===== config.mk =====
export PLATFORM = sky130hd
export DESIGN_NAME = dmem_arbiter
export DESIGN_NICKNAME = d
export VERILOG_FILES = /design/src/rtl/dmem_arbiter.sv
export SDC_FILE = /design/constraint.sdc
export NUM_CORES = 1
export LEC_CHECK = 0
export ABC_AREA = 1
export CAP_MARGIN = 20
export CORE_AREA = 8 8 117 119
export CTS_BUF_LIST = sky130_fd_sc_hd__clkbuf_16
export DETAILED_ROUTE_END_ITERATION = 8
export DIE_AREA = 0 0 125 127
export HOLD_SLACK_MARGIN = 0.08
export MAX_ROUTING_LAYER = met4
export PLACE_DENSITY_LB_ADDON = 0.12
export SLEW_MARGIN = 15
export SYNTH_ARGS = -nofsm -noshare
export SYNTH_HDL_FRONTEND = slang
export SYNTH_SLANG_ARGS = --single-unit
export TNS_END_PERCENT = 50

===== constraint.sdc =====
create_clock -name i_clk -period 2.46 [get_ports i_clk]
set_input_delay 0.492 -clock i_clk [delete_from_list [all_inputs] [get_ports i_clk]]
set_output_delay 0.492 -clock i_clk [all_outputs]
set_load 0.05 [all_outputs]

===== src/rtl/dmem_arbiter.sv =====
`timescale 1ns/1ps
// -----------------------------------------------------------------------------
// dmem_arbiter
//
// Two-requester arbiter and sequencer in front of a banked synchronous data
// memory with a write port (A) and a read port (B, one cycle read latency).
// Port 0 is the CPU load/store unit, port 1 the debug/program loader.
//
// At most one transfer is granted per cycle. The granted request is steered
// combinationally onto memory port A (writes, i_wen != 0) or port B (reads,
// i_wen == 0). A registered tag of the accepted port and operation produces
// the response strobe one cycle later; read data is taken straight from the
// memory output at that point, write responses return zero data.
//
// A requester may hold the bus across several transfers by raising i_lock
// with an accepted transfer. While locked only that port can be granted. The
// lock ends when the owner drops i_lock, or is forcibly released after
// LOCK_MAX locked cycles, which raises o_lock_timeout for one cycle and makes
// the lock owner the last-grant port so the other side goes first.
//
// Build option:
//   DMEM_ARB_ROUND_ROBIN_EN  defined   : contested cycles in ARB alternate
//                                        (grant goes to the port that did
//                                        not win most recently).
//                            undefined : fixed priority, port 0 always wins
//                                        in ARB; the last-grant pointer is
//                                        only moved by a lock timeout.
//
// Ports:
//   i_clk, i_rst_n        clock, asynchronous active-low reset
//   i_valid[1:0]          request valid per port
//   o_ready[1:0]          request accepted this cycle (valid && ready)
//   i_wen                 per-port byte write enables, all-zero = read
//   i_addr                per-port byte address (passed through as-is)
//   i_wdata               per-port write data
//   i_lock[1:0]           keep the grant after this transfer
//   o_resp_valid[1:0]     one response strobe per accepted transfer
//   o_rdata               shared response data, qualified by o_resp_valid
//   o_lock_timeout        one-cycle pulse on forced lock release
//   o_mea/o_wea/o_adra/o_da   memory write port
//   o_meb/o_adrb          memory read port
//   i_qb                  memory read data, valid the cycle after o_meb
// -----------------------------------------------------------------------------
module dmem_arbiter #(
    parameter int DATA_WIDTH    = 32,
    parameter int ADDRESS_WIDTH = 32,
    parameter int LOCK_MAX      = 255
) (
    input  logic                            i_clk,
    input  logic                            i_rst_n,
    input  logic [1:0]                      i_valid,
    output logic [1:0]                      o_ready,
    input  logic [2*(DATA_WIDTH/8)-1:0]     i_wen,
    input  logic [2*ADDRESS_WIDTH-1:0]      i_addr,
    input  logic [2*DATA_WIDTH-1:0]         i_wdata,
    input  logic [1:0]                      i_lock,
    output logic [1:0]                      o_resp_valid,
    output logic [DATA_WIDTH-1:0]           o_rdata,
    output logic                            o_lock_timeout,
    output logic                            o_mea,
    output logic [DATA_WIDTH/8-1:0]         o_wea,
    output logic [ADDRESS_WIDTH-1:0]        o_adra,
    output logic [DATA_WIDTH-1:0]           o_da,
    output logic                            o_meb,
    output logic [ADDRESS_WIDTH-1:0]        o_adrb,
    input  logic [DATA_WIDTH-1:0]           i_qb
);

    localparam int BE_WIDTH  = DATA_WIDTH / 8;
    localparam int CNT_WIDTH = $clog2(LOCK_MAX + 1);
    localparam logic [CNT_WIDTH-1:0] LOCK_MAX_CNT = CNT_WIDTH'(LOCK_MAX);

    typedef enum logic [1:0] {
        ST_ARB   = 2'd0,
        ST_LOCK0 = 2'd1,
        ST_LOCK1 = 2'd2
    } state_t;

    // ------------------------------------------------------------------
    // State
    // ------------------------------------------------------------------
    state_t                 state_reg,        state_next;
    logic                   last_grant_reg,   last_grant_next;
    logic [CNT_WIDTH-1:0]   lock_cnt_reg,     lock_cnt_next;
    logic                   lock_timeout_reg, lock_timeout_next;
    logic [1:0]             resp_valid_reg;
    logic                   resp_read_reg;

    // ------------------------------------------------------------------
    // Per-port views of the packed request buses
    // ------------------------------------------------------------------
    logic [BE_WIDTH-1:0]       port_wen   [2];
    logic [ADDRESS_WIDTH-1:0]  port_addr  [2];
    logic [DATA_WIDTH-1:0]     port_wdata [2];
    logic [1:0]                grant;

    genvar gi;
    generate
        for (gi = 0; gi < 2; gi++) begin : g_port
            assign port_wen[gi]     = i_wen[gi*BE_WIDTH +: BE_WIDTH];
            assign port_addr[gi]    = i_addr[gi*ADDRESS_WIDTH +: ADDRESS_WIDTH];
            assign port_wdata[gi]   = i_wdata[gi*DATA_WIDTH +: DATA_WIDTH];
            assign o_ready[gi]      = grant[gi];
            assign o_resp_valid[gi] = resp_valid_reg[gi];
        end
    endgenerate

    // Grant is one-hot or zero, so bit 1 alone identifies the winner.
    logic                      accept;
    logic                      gnt_port;
    logic                      lock_port;
    logic [BE_WIDTH-1:0]       sel_wen;
    logic [ADDRESS_WIDTH-1:0]  sel_addr;
    logic [DATA_WIDTH-1:0]     sel_wdata;
    logic                      is_write;
    logic                      is_read;
    logic [CNT_WIDTH-1:0]      lock_cnt_inc;

    assign accept       = |grant;
    assign gnt_port     = grant[1];
    assign lock_port    = (state_reg == ST_LOCK1);
    assign sel_wen      = port_wen[gnt_port];
    assign sel_addr     = port_addr[gnt_port];
    assign sel_wdata    = port_wdata[gnt_port];
    assign is_write     = accept & (|sel_wen);
    assign is_read      = accept & ~(|sel_wen);
    assign lock_cnt_inc = lock_cnt_reg + 1'b1;

    // ------------------------------------------------------------------
    // FSM: state register
    // ------------------------------------------------------------------
    always_ff @(posedge i_clk or negedge i_rst_n) begin
        if (!i_rst_n) begin
            state_reg        <= ST_ARB;
            last_grant_reg   <= 1'b1;
            lock_cnt_reg     <= '0;
            lock_timeout_reg <= 1'b0;
        end else begin
            state_reg        <= state_next;
            last_grant_reg   <= last_grant_next;
            lock_cnt_reg     <= lock_cnt_next;
            lock_timeout_reg <= lock_timeout_next;
        end
    end

    // ------------------------------------------------------------------
    // FSM: next-state logic
    // ------------------------------------------------------------------
    always_comb begin
        state_next        = state_reg;
        lock_cnt_next     = lock_cnt_reg;
        last_grant_next   = last_grant_reg;
        lock_timeout_next = 1'b0;

`ifdef DMEM_ARB_ROUND_ROBIN_EN
        if (accept) begin
            last_grant_next = gnt_port;
        end
`endif

        case (state_reg)
            ST_ARB: begin
                if (accept && i_lock[gnt_port]) begin
                    state_next    = gnt_port ? ST_LOCK1 : ST_LOCK0;
                    lock_cnt_next = '0;
                end
            end
            ST_LOCK0, ST_LOCK1: begin
                lock_cnt_next = lock_cnt_inc;
                // The bound wins over a simultaneous voluntary release so
                // the owner always gets flagged when it used the full budget.
                if (lock_cnt_inc == LOCK_MAX_CNT) begin
                    state_next        = ST_ARB;
                    lock_cnt_next     = '0;
                    lock_timeout_next = 1'b1;
                    last_grant_next   = lock_port;
                end else if (!i_lock[lock_port]) begin
                    // i_lock is watched even when the owner is idle, so an
                    // owner can release without issuing another transfer.
                    state_next    = ST_ARB;
                    lock_cnt_next = '0;
                end
            end
            default: begin
                state_next    = ST_ARB;
                lock_cnt_next = '0;
            end
        endcase
    end

    // ------------------------------------------------------------------
    // FSM: output logic (grant)
    // ------------------------------------------------------------------
    // Gated by i_rst_n so nothing reaches the memory while reset is held.
    always_comb begin
        grant = 2'b00;
        if (i_rst_n) begin
            case (state_reg)
                ST_ARB: begin
`ifdef DMEM_ARB_ROUND_ROBIN_EN
                    if (i_valid == 2'b11) begin
                        grant = last_grant_reg ? 2'b01 : 2'b10;
                    end else begin
                        grant = i_valid;
                    end
`else
                    if (i_valid[0]) begin
                        grant = 2'b01;
                    end else if (i_valid[1]) begin
                        grant = 2'b10;
                    end
`endif
                end
                ST_LOCK0: grant = {1'b0, i_valid[0]};
                ST_LOCK1: grant = {i_valid[1], 1'b0};
                default:  grant = 2'b00;
            endcase
        end
    end

    // ------------------------------------------------------------------
    // Memory port steering (combinational, zero when idle)
    // ------------------------------------------------------------------
    assign o_mea  = is_write;
    assign o_wea  = is_write ? sel_wen   : '0;
    assign o_adra = is_write ? sel_addr  : '0;
    assign o_da   = is_write ? sel_wdata : '0;
    assign o_meb  = is_read;
    assign o_adrb = is_read  ? sel_addr  : '0;

    // ------------------------------------------------------------------
    // Response tag: which port was accepted and whether it was a read
    // ------------------------------------------------------------------
    always_ff @(posedge i_clk or negedge i_rst_n) begin
        if (!i_rst_n) begin
            resp_valid_reg <= 2'b00;
            resp_read_reg  <= 1'b0;
        end else begin
            resp_valid_reg <= grant;
            resp_read_reg  <= is_read;
        end
    end

    // resp_read_reg can only be set alongside a response strobe, so it
    // alone qualifies the read data; writes answer with zero.
    assign o_rdata        = resp_read_reg ? i_qb : '0;
    assign o_lock_timeout = lock_timeout_reg;

endmodule


==> flow_summary.ini <==
[placement]
io_buffer_count = 312
placedCellCount = 971
place_area_um2 = 7570
place.gp.congestion = 0.844
detailed_place_hpwl_mm = 14.7

[final_layout]
area_delta_synth_final_pct = 233
final-instance-count-excl-fill = 996
largest_reg_flops = 8
final.fill_count = 809
number_of_diodes = 0
drive_gt1_frac = 0.416
final_area_um2 = 8640
num-nets-final = 1030

[timing]
relSlewSlack = 0.645
setup_viol_count_final = 102
fin_crit_sh = 1.18
fmax_mhz = 346
post-route-worst-setup-slack_ps = -431
tightestPinTransition_ps = 531
setup_repair_after_global_routing_missed_its_margin = true
finalClockSkew_ps = 1.14
final_hold_violation_count = 0
sum_neg_setup_slack_ps = -36350
slew_viol_final = 0
layout_min_cycle_time_ps = 2890

[critical_path]
worst-setup-path-type = flop to output pin
required_ps = 1970
critical_path.max_fanout = 9
critPathArrivalTime_ps = 2400
setup.worst_path.end_class = output pin
timing.critical_path.from_type = flop

[global_routing]
grt_use_met3 = 0.0790
grt.met2_usage = 0.417
global_route.peak_usage_layer = met2
antenna_violations_before_repair = 0
first_global_vias = 4586
grt-ovfl-total = 0
track_usage = 0.210
grt_first_pass_wirelength_mm = 25.9
grt.met1_usage = 0.184
maximum_number_of_pins_on_one_net_before_global_route_repair = 29

[clock_tree]
clock_tree.htree_level_count = 1
cts_tree = yes
clock_latency_at_the_later_pin_of_the_worst_skew_pair_ps = 240
clock_sinks = 14
path_clk_slew_ps = 40
root_cell_of_the_clock_tree = clkbuf_16
cts_hold_buffers = 0
cts.path.max_buffers = 2
tritoncts.num_buffers = 3

[synthesis]
yosysSeqAreaShare = 0.135
post_synthesis_average_cell_area_um2 = 5.24
synth_cell_types = 22
postSynthRegisterBits = 14
synth.cells.most_frequent = 186 x nand2_1, 94 x nor2_1, 85 x inv_1, 32 x mux2i_1, 20 x nor2_2
synth.largest_area_cell = nand2_1
synthMostInstantiatedCell = nand2_1
synth_top_flop_cell = dfrtp_1
syn_inst = 495
synth_largest_type_area_fraction = 0.269
synth_area_um2 = 2590
syn-num-nets = 675
post_synth_main_area_contributors = nand2_1 27%, nor2_1 14%, dfrtp_1 14%
synth_edf_count = 0
postSynth.asyncResetShare = 1.00
yosysWarningCount = 0

[run]
max_capacitance_violation_total = 0

[power_and_ir_drop]
power_density_nw_per_um2 = 585
total_power_uw = 5050
vdd_ir_drop_max_uv = 323
p_leak_uw = 0.00403

[run_status]
outcome = finished, violations left
failed_checks = negative setup slack

[floorplan]
die_height_um = 127
core_um2 = 11800
initial_core_util = 0.219
fp-row-count = 40
ios = 313
die_outline_width_um = 125
design.die.area_um2 = 15900

[detailed_routing]
detail_route.vias_per_cell = 4.39
detail_route.drc_violations = 0
wirelength_mm = 17.8
wire_length_per_cell_um = 17.8
detail_route.first_pass.iterations = 5
drt.antenna.violating_nets = 0
detailedRoute.firstIterationViolations = 123
via_count = 4374

[hold_path]
holdCritPathClass = input port to asynchronous set/reset pin
-- worst paths after layout --
| kind | startpoint | endpoint | slack (ps) | cells past startpoint |
|---|---|---|---|---|
| min | i_rst_n | state_reg[0] | 350 | 2 |
| min reg2reg | lock_cnt_reg[7] | lock_cnt_reg[7] | 520 | 2 |
| max | state_reg[0] | o_adrb[5] | -430 | 13 |
| max reg2reg | state_reg[1] | lock_cnt_reg[7] | 300 | 17 |
| max in group asynchronous | i_rst_n | state_reg[1] | 1930 | 2 |
| min in group i_clk | lock_cnt_reg[7] | lock_cnt_reg[7] | 520 | 2 |
-- layer usage --
metal | share of wire | vias to the layer above
met5 | 0 | -
met4 | 0.020 | 0
met3 | 0.098 | 23
met2 | 0.57 | 203
met1 | 0.31 | 1990
li1 | - | 2158
-- power by group --
part           leakage (uW)  switching [uW]  internal, uW  total [uW]
logic               0.00380            2360          2080        4440
registers          0.000190            39.4           262         302
clock network     0.0000385            90.7           215         305
-- layout by cell type (no fill, tap or decap), types with 2 or more instances in the layout --
master           instances
buf_8                   19
o21a_1                   2
nor2_2                  11
buf_12                 113
ha_1                     3
dfrtp_1                 13
nand4_1                  2
clkdlybuf4s50_1        173
inv_1                   81
inv_2                    5
clkbuf_16                6
dlygate4sd2_1            2
ha_4                     2
mux2i_4                  6
o21bai_1                 2
nand3_1                 12
mux2i_1                 10
buf_6                   20
buf_16                   2
nand2_1                174
nand2_4                 11
o21ai_0                  4
nand2_8                  2
buf_4                   42
mux2i_2                 16
nor2_1                  15
nor2_4                  88
-- worst max-delay path, cell delays in order, from the launching register on --
cell,delay [ps]
dfrtp_1,430
inv_2,110
ha_4,160
inv_4,40
o21bai_4,230
nand2_8,130
nand2_4,100
o21ai_4,60
nor2_4,140
buf_4,140
nand3_4,110
clkbuf_16,220
nor2_4,110
buf_6,170
-- cells by family after synthesis --
logic type	synth area share
adders and majority gates	0.0290
muxes	0.124
AOI/OAI and AO/OA	0.0275
DFF	0.135
and+or+nand+nor	0.491
buffers and inverters	0.194
-- per-stage QoR --
step	setup WS [ps]	util	hold WS, ps
after floorplan	-229	-	196
after global placement	-554	0.641	486
after detailed placement	-577	0.641	506
after CTS	-395	0.698	348
after global routing	-509	0.731	388
final	-431	0.731	350
-- cell type report --
type | count | area (um^2) | area share
clock buffer | 3 | 75.1 | 0.00869
sequential | 14 | 352 | 0.0407
clock inverter | 1 | 3.75 | 0.000434
inverter | 88 | 345 | 0.0400
tap | 147 | 184 | 0.0213
timing repair buffer | 375 | 4980 | 0.576
multi-input combinational | 368 | 2700 | 0.313
-- repair_timing --
| item | CTS | global route |
|---|---|---|
| pin swaps | 6 | 7 |
| endpoints found under the setup margin | 103 | 104 |
| buffers inserted | 8 | 7 |
| gates resized for setup | 120 | 65 |
| cloned | 3 | 4 |
(Power assumes the default switching activity.)
